### src/rtl/uart_rx_frame_decoder_pkg.sv
// uart_rx_frame_decoder_pkg: frame tags, feedback bit map, FSM encoding and defaults for the rx decoder
package uart_rx_frame_decoder_pkg;
  localparam logic [1:0] TAG_FEEDBACK = 2'b01;
  localparam logic [1:0] TAG_SCRIPT = 2'b10;
  localparam int SCRIPT_START_BIT = 2;
  localparam int FB_FRONT_BIT = 2;
  localparam int FB_HAND_BIT = 3;
  localparam int FB_PROCESSING_BIT = 4;
  localparam int FB_MACHINE_BIT = 5;
  localparam int DEFAULT_TIMEOUT_CYCLES = 153600;
  typedef enum logic [2:0] {IDLE, LEN, DATA_LO, DATA_HI, CHK, DONE, ERR} state_t;
  function automatic logic is_load_start(input logic [7:0] b);
    return b[1:0] == TAG_SCRIPT && b[SCRIPT_START_BIT];
  endfunction
endpackage

### src/rtl/uart_rx_frame_decoder_rx_byte_strobe.sv
// rx_byte_strobe: one-cycle accept strobe per rising edge of data_valid, byte aligned to the strobe
module rx_byte_strobe (
  input  logic       clk,
  input  logic       rst_n,
  input  logic [7:0] data_receive,
  input  logic       data_valid,
  output logic       stb,
  output logic [7:0] data
);
  logic valid_q;
  // Remember last cycle's qualifier so a held-high valid yields a single strobe
  always_ff @(posedge clk) valid_q <= rst_n ? data_valid : 1'b0;
  assign stb = data_valid & ~valid_q;
  assign data = data_receive;
endmodule

### src/rtl/uart_rx_frame_decoder.sv
// uart_rx_frame_decoder: splits UART rx bytes into feedback status flags and script-memory loads
// Optional: define SCRIPT_CHECKSUM_EN to require a trailing XOR checksum byte after each non-empty load
module uart_rx_frame_decoder
  import uart_rx_frame_decoder_pkg::*;
#(
  parameter int ADDR_W = 8,
  parameter int TIMEOUT_CYCLES = DEFAULT_TIMEOUT_CYCLES
) (
  input  logic              uart_clk,
  input  logic              rst_n,
  input  logic [7:0]        data_receive,
  input  logic              data_valid,
  output logic              sig_front,
  output logic              sig_hand,
  output logic              sig_processing,
  output logic              sig_machine,
  output logic              script_mode,
  output logic              wr_en,
  output logic [ADDR_W-1:0] wr_addr,
  output logic [15:0]       wr_data,
  output logic [7:0]        script_num,
  output logic              load_done,
  output logic              load_err
);
  localparam int CNT_W = ADDR_W + 1;
  localparam int TMO_W = $clog2(TIMEOUT_CYCLES + 1);
  localparam int MAX_N = 2 ** ADDR_W;
  state_t state_q, state_d;
  logic [CNT_W-1:0] n_q, n_d, idx_q, idx_d, n_clip;
  logic [7:0] lo_q, lo_d, script_num_q, script_num_d, rx_byte;
  logic [TMO_W-1:0] tmo_q, tmo_d;
  logic [3:0] sig_q, sig_d;
  logic script_mode_q, script_mode_d, wr_en_q, wr_en_d;
  logic load_done_q, load_done_d, load_err_q, load_err_d;
  logic [ADDR_W-1:0] wr_addr_q, wr_addr_d;
  logic [15:0] wr_data_q, wr_data_d;
  logic stb, active, expired, go_done, go_err;
`ifdef SCRIPT_CHECKSUM_EN
  logic [7:0] csum_q, csum_d;
`endif

  rx_byte_strobe u_strobe (
    .clk          (uart_clk),
    .rst_n        (rst_n),
    .data_receive (data_receive),
    .data_valid   (data_valid),
    .stb          (stb),
    .data         (rx_byte)
  );

  assign n_clip = (int'(rx_byte) > MAX_N) ? CNT_W'(MAX_N) : CNT_W'(rx_byte);
  assign active = state_q inside {LEN, DATA_LO, DATA_HI, CHK};
  assign expired = tmo_q == TMO_W'(TIMEOUT_CYCLES - 1);

  // Next state and next registered outputs; a byte arriving on the expiry cycle beats the timeout
  always_comb begin
    state_d = state_q;
    n_d = n_q;
    idx_d = idx_q;
    lo_d = lo_q;
    sig_d = sig_q;
    script_mode_d = script_mode_q;
    script_num_d = script_num_q;
    wr_en_d = 1'b0;
    wr_addr_d = wr_addr_q;
    wr_data_d = wr_data_q;
    load_done_d = 1'b0;
    load_err_d = 1'b0;
    go_done = 1'b0;
    go_err = 1'b0;
`ifdef SCRIPT_CHECKSUM_EN
    csum_d = csum_q;
`endif
    case (state_q)
      IDLE: begin
        if (stb && rx_byte[1:0] == TAG_FEEDBACK)
          sig_d = {rx_byte[FB_MACHINE_BIT], rx_byte[FB_PROCESSING_BIT], rx_byte[FB_HAND_BIT], rx_byte[FB_FRONT_BIT]};
        if (stb && is_load_start(rx_byte)) begin
          state_d = LEN;
          script_mode_d = 1'b1;
        end
      end
      LEN: if (stb) begin
        n_d = n_clip;
        idx_d = '0;
        state_d = DATA_LO;
        go_done = n_clip == '0;
`ifdef SCRIPT_CHECKSUM_EN
        csum_d = rx_byte;
`endif
      end
      DATA_LO: if (stb) begin
        lo_d = rx_byte;
        state_d = DATA_HI;
`ifdef SCRIPT_CHECKSUM_EN
        csum_d = csum_q ^ rx_byte;
`endif
      end
      DATA_HI: if (stb) begin
        wr_en_d = 1'b1;
        wr_addr_d = idx_q[ADDR_W-1:0];
        wr_data_d = {rx_byte, lo_q};
        idx_d = idx_q + 1'b1;
`ifdef SCRIPT_CHECKSUM_EN
        csum_d = csum_q ^ rx_byte;
        state_d = (idx_d == n_q) ? CHK : DATA_LO;
`else
        state_d = DATA_LO;
        go_done = idx_d == n_q;
`endif
      end
`ifdef SCRIPT_CHECKSUM_EN
      CHK: if (stb) begin
        go_done = rx_byte == csum_q;
        go_err = rx_byte != csum_q;
      end
`endif
      default: state_d = IDLE;
    endcase
    if (active && !stb && expired) go_err = 1'b1;
    tmo_d = (active && !stb && !expired) ? tmo_q + 1'b1 : '0;
    if (go_done) begin
      state_d = DONE;
      load_done_d = 1'b1;
      script_mode_d = 1'b0;
      script_num_d = 8'(n_d);
    end
    if (go_err) begin
      state_d = ERR;
      load_err_d = 1'b1;
      script_mode_d = 1'b0;
    end
  end

  // State and output registers; synchronous active-low reset clears everything
  always_ff @(posedge uart_clk) begin
    if (!rst_n) begin
      state_q <= IDLE;
      n_q <= '0;
      idx_q <= '0;
      lo_q <= '0;
      tmo_q <= '0;
      sig_q <= '0;
      script_mode_q <= 1'b0;
      script_num_q <= '0;
      wr_en_q <= 1'b0;
      wr_addr_q <= '0;
      wr_data_q <= '0;
      load_done_q <= 1'b0;
      load_err_q <= 1'b0;
`ifdef SCRIPT_CHECKSUM_EN
      csum_q <= '0;
`endif
    end else begin
      state_q <= state_d;
      n_q <= n_d;
      idx_q <= idx_d;
      lo_q <= lo_d;
      tmo_q <= tmo_d;
      sig_q <= sig_d;
      script_mode_q <= script_mode_d;
      script_num_q <= script_num_d;
      wr_en_q <= wr_en_d;
      wr_addr_q <= wr_addr_d;
      wr_data_q <= wr_data_d;
      load_done_q <= load_done_d;
      load_err_q <= load_err_d;
`ifdef SCRIPT_CHECKSUM_EN
      csum_q <= csum_d;
`endif
    end
  end

  assign {sig_machine, sig_processing, sig_hand, sig_front} = sig_q;
  assign script_mode = script_mode_q;
  assign script_num = script_num_q;
  assign wr_en = wr_en_q;
  assign wr_addr = wr_addr_q;
  assign wr_data = wr_data_q;
  assign load_done = load_done_q;
  assign load_err = load_err_q;
endmodule

### config.mk
export PLATFORM = sky130hd
export DESIGN_NAME = uart_rx_frame_decoder
export DESIGN_NICKNAME = d
export VERILOG_FILES = /design/src/rtl/uart_rx_frame_decoder_pkg.sv /design/src/rtl/uart_rx_frame_decoder_rx_byte_strobe.sv /design/src/rtl/uart_rx_frame_decoder.sv
export SDC_FILE = /design/constraint.sdc
export NUM_CORES = 1
export LEC_CHECK = 0
export ABC_AREA = 1
export BUFFER_PORTS_ARGS = -buffer_cell sky130_fd_sc_hd__buf_4
export CAP_MARGIN = 20
export CORE_MARGIN = 5
export CORE_UTILIZATION = 50
export DETAILED_ROUTE_END_ITERATION = 8
export HOLD_SLACK_MARGIN = 0.15
export PLACE_DENSITY_LB_ADDON = 0.08
export SLEW_MARGIN = 20
export SYNTH_ARGS = -nofsm -noshare
export SYNTH_HDL_FRONTEND = slang
export SYNTH_SLANG_ARGS = --single-unit
### constraint.sdc
create_clock -name uart_clk -period 2.85 [get_ports uart_clk]
set_input_delay 0.7125 -clock uart_clk [delete_from_list [all_inputs] [get_ports uart_clk]]
set_output_delay 0.7125 -clock uart_clk [all_outputs]
set_load 0.005 [all_outputs]
==> flow_summary.json <==
{
  "outcome": "finished, final reports clean",
  "fmax_ghz": 0.458,
  "worst-setup-path-type": "flip-flop to flip-flop",
  "final_cells": 639,
  "whs_ps": 473,
  "grt_overflow_total": 0,
  "viasPerCell": 5.07,
  "dpl.hpwl_mm": 5.84,
  "min_path_type": "flip-flop to flip-flop",
  "synth_seq_area_share_pct": 47.4,
  "cp_slowest_cell": "dfxtp_1",
  "cp_max_fo": 11,
  "grt_max_degree": 52,
  "cp_top_family": "simple AND/OR/NAND/NOR gates",
  "cts_hold_buf": 0,
  "required_ps": 3080,
  "drc_errors": 0,
  "synth_edf_count": 0,
  "synthCells": 484,
  "cts.sinks": 87,
  "leakage_nw": 1.85,
  "wl_per_cell_um": 12.7,
  "final_cell_mix": "dfxtp_1, inv_1, nor2_1, nand2_1, buf_4",
  "min_period_ps": 2190,
  "critPathCaptureType": "flip-flop",
  "synth_area_um2": 3670,
  "p_int_mw": 1.94,
  "start_kind": "flip-flop",
  "gp_congestion": 0.865,
  "die_x_um": 95.7,
  "ys_seq_elements": 87,
  "grt_pass1_vias": 2979,
  "drive_gt1_share_pct": 16.9,
  "wirelength_mm": 8.09,
  "pwr-share-seq_pct": 49.8,
  "drt_iter0_drc": 146,
  "clockRootBuffer": "clkbuf_8",
  "power_density_nw_per_um2": 606,
  "antennaDiodeCount": 0,
  "slew_headroom_pct": 53.4,
  "htree_levels": 3,
  "clk_path_buf_depth": 2,
  "fp.coreArea_um2": 7210,
  "combPwrFrac_pct": 13.7,
  "path_buf_inv": 1,
  "p_sw_share_pct": 26.9,
  "grt.total_usage_pct": 19.1,
  "start_util_pct": 50.9,
  "r2r-end": "script_num[1]",
  "fill_cells": 694,
  "p_total_mw": 2.65,
  "clkLatencyLatePin_ps": 350,
  "synthArstFlopShare_pct": 0,
  "setup_viol": 0,
  "nNetsFinal": 548,
  "clock_skew_ps": 8.56,
  "syn_to_final_growth_pct": 19.0,
  "finalHoldViolCount": 0,
  "worst_slew_pin_slew_ps": 693,
  "ctsResizeCount": 0,
  "final_common_cell": "dfxtp_1",
  "io_pins": 51,
  "dieArea_um2": 9160,
  "ant_nets": 0,
  "wl_met3_um": 423,
  "cap_violations": 0,
  "die_h_um": 95.7,
  "cts_tree": "built",
  "cts-buffers-inserted": 9,
  "path_common_cell": "nand2_1",
  "r2r-start": "idx_q[0]",
  "drtPass1Iterations": 4,
  "min_to": "tmo_q[0]",
  "arrival_ps": 2420,
  "top_layer_used": "met4",
  "cpPeakStageDelay_ps": 410,
  "critPathLaunch": "idx_q[0]",
  "cts_setup_buffers": 0,
  "reg2reg_setup_slack_ps": 660,
  "finalCritPeriodShare_pct": 76.7,
  "whs_path_depth": 1,
  "port_buffers": 50,
  "synth_ff_type": "dfxtp_1",
  "grt_pass1_wl_mm": 13.7,
  "placed_cells": 623,
  "yosys_warnings": 0,
  "irDropWorstVdd_mv": 0.259,
  "crit_chain": "ha_1 > nand3_1 > o21bai_1 > nand2_1 > nand2_1 > nand2_1 > nor2_1 > nand3_1 > nand2_1 > nand2_1 > inv_2 > nand2_2 > nand3_1 > o21ai_1",
  "maxSlewViolCount": 0,
  "wl_met2_mm": 3.71,
  "tns_ps": 0,
  "grt_setup_unrepaired": "false",
  "hp-start": "tmo_q[0]",
  "clock_power_share_pct": 36.5,
  "switchingPower_mw": 0.713,
  "synth_area_per_cell_um2": 7.59,
  "syn-num-nets": 497,
  "antenna_found_initial": 0,
  "num_rows": 31,
  "m1WireLength_mm": 3.82,
  "r2r_cells": 14,
  "vias": 3239,
  "clkTransAtPathRegs_ps": 90,
  "synthDistinctLibCells": 40
}
-- power by group through the flow --
stage	registers, mW	logic [mW]	clock network [mW]
2_1_floorplan	1.34	0.254	0
3_3_place_gp	1.35	0.359	0
3_5_place_dp	1.35	0.364	0
4_1_cts	1.32	0.368	0.988
5_1_grt	1.33	0.420	1.05
6_report	1.32	0.364	0.967
-- stage by stage --
step           setup WS [ps]  cell area [µm²]  util [%]
3_5_place_dp             623             4140      57.4
5_1_grt                  419             4370      60.6
3_3_place_gp             672             4140      57.4
4_1_cts                  657             4370      60.6
6_report                 665             4370      60.6
2_1_floorplan            928             3670         -
-- layer usage --
metal / up-vias / track usage, %
met5: - / 0
met4: 0 / 6.75
met3: 14 / 4.38
met2: 74 / 31.0
met1: 1459 / 24.8
li1: 1692 / -
-- layout make-up --
| cell class | instances | area (µm²) | share of cell area [%] |
|---|---|---|---|
| clock buffers | 10 | 138 | 3.15 |
| clock inverters | 6 | 92.6 | 2.12 |
| inverters | 69 | 259 | 5.92 |
| multi-input cells | 312 | 1600 | 36.5 |
| flip-flops and latches | 87 | 1740 | 39.8 |
| well taps | 99 | 124 | 2.83 |
| repair buffers | 56 | 420 | 9.62 |
-- cell families (layout without fill, tap and decap cells) --
group,after synthesis,count (layout),synth area share [%]
DFF,87,87,47.4
xor gates and xnor gates,7,7,1.67
buffers and inverters,85,141,9.13
and+or+nand+nor,199,199,25.5
adders and majority gates,2,2,0.681
AOI/OAI and AO/OA,104,104,15.6
-- cell usage after synthesis (2+ instances only) --
cell type | instances | area (µm²)
inv_2 | 2 | 7.51
nor3_1 | 5 | 25.0
o32ai_1 | 4 | 35.0
o31ai_1 | 3 | 22.5
ha_1 | 2 | 25.0
nand4_1 | 9 | 56.3
xor2_1 | 4 | 35.0
nor4_1 | 4 | 25.0
clkbuf_1 | 9 | 33.8
o21ai_0 | 47 | 235
nor3b_1 | 3 | 22.5
dfxtp_1 | 87 | 1740
nor2_1 | 63 | 236
buf_2 | 4 | 20.0
nor2_4 | 4 | 45.0
a21oi_1 | 31 | 155
inv_1 | 67 | 251
nor2_2 | 3 | 18.8
nand2_2 | 2 | 12.5
o21ai_1 | 10 | 50.1
xnor2_1 | 3 | 26.3
o21a_1 | 2 | 15.0
nand3_1 | 36 | 180
o22ai_1 | 2 | 12.5
nand2_1 | 63 | 236
-- worst max path at each step --
stage | to | slack [ps] | cells after the start
after floorplan | state_q[1] | 930 | 11
after global placement | state_q[1] | 670 | 12
after detailed placement | state_q[1] | 620 | 12
after CTS | script_num[1] | 660 | 16
after global routing | script_num[4] | 420 | 14
final | script_num[1] | 660 | 14
-- sequential cells by signal (all words and copies together) (netlist names) --
register,count
idx_q,9
u_strobe.valid_q,1
wr_en,1
n_q,8
load_err,1
wr_addr,8
wr_data,16
script_num,8
load_done,1
state_q,3
lo_q,8
sig_q,4
script_mode,1
tmo_q,18
Note: power is estimated with default switching activity, not from simulation.
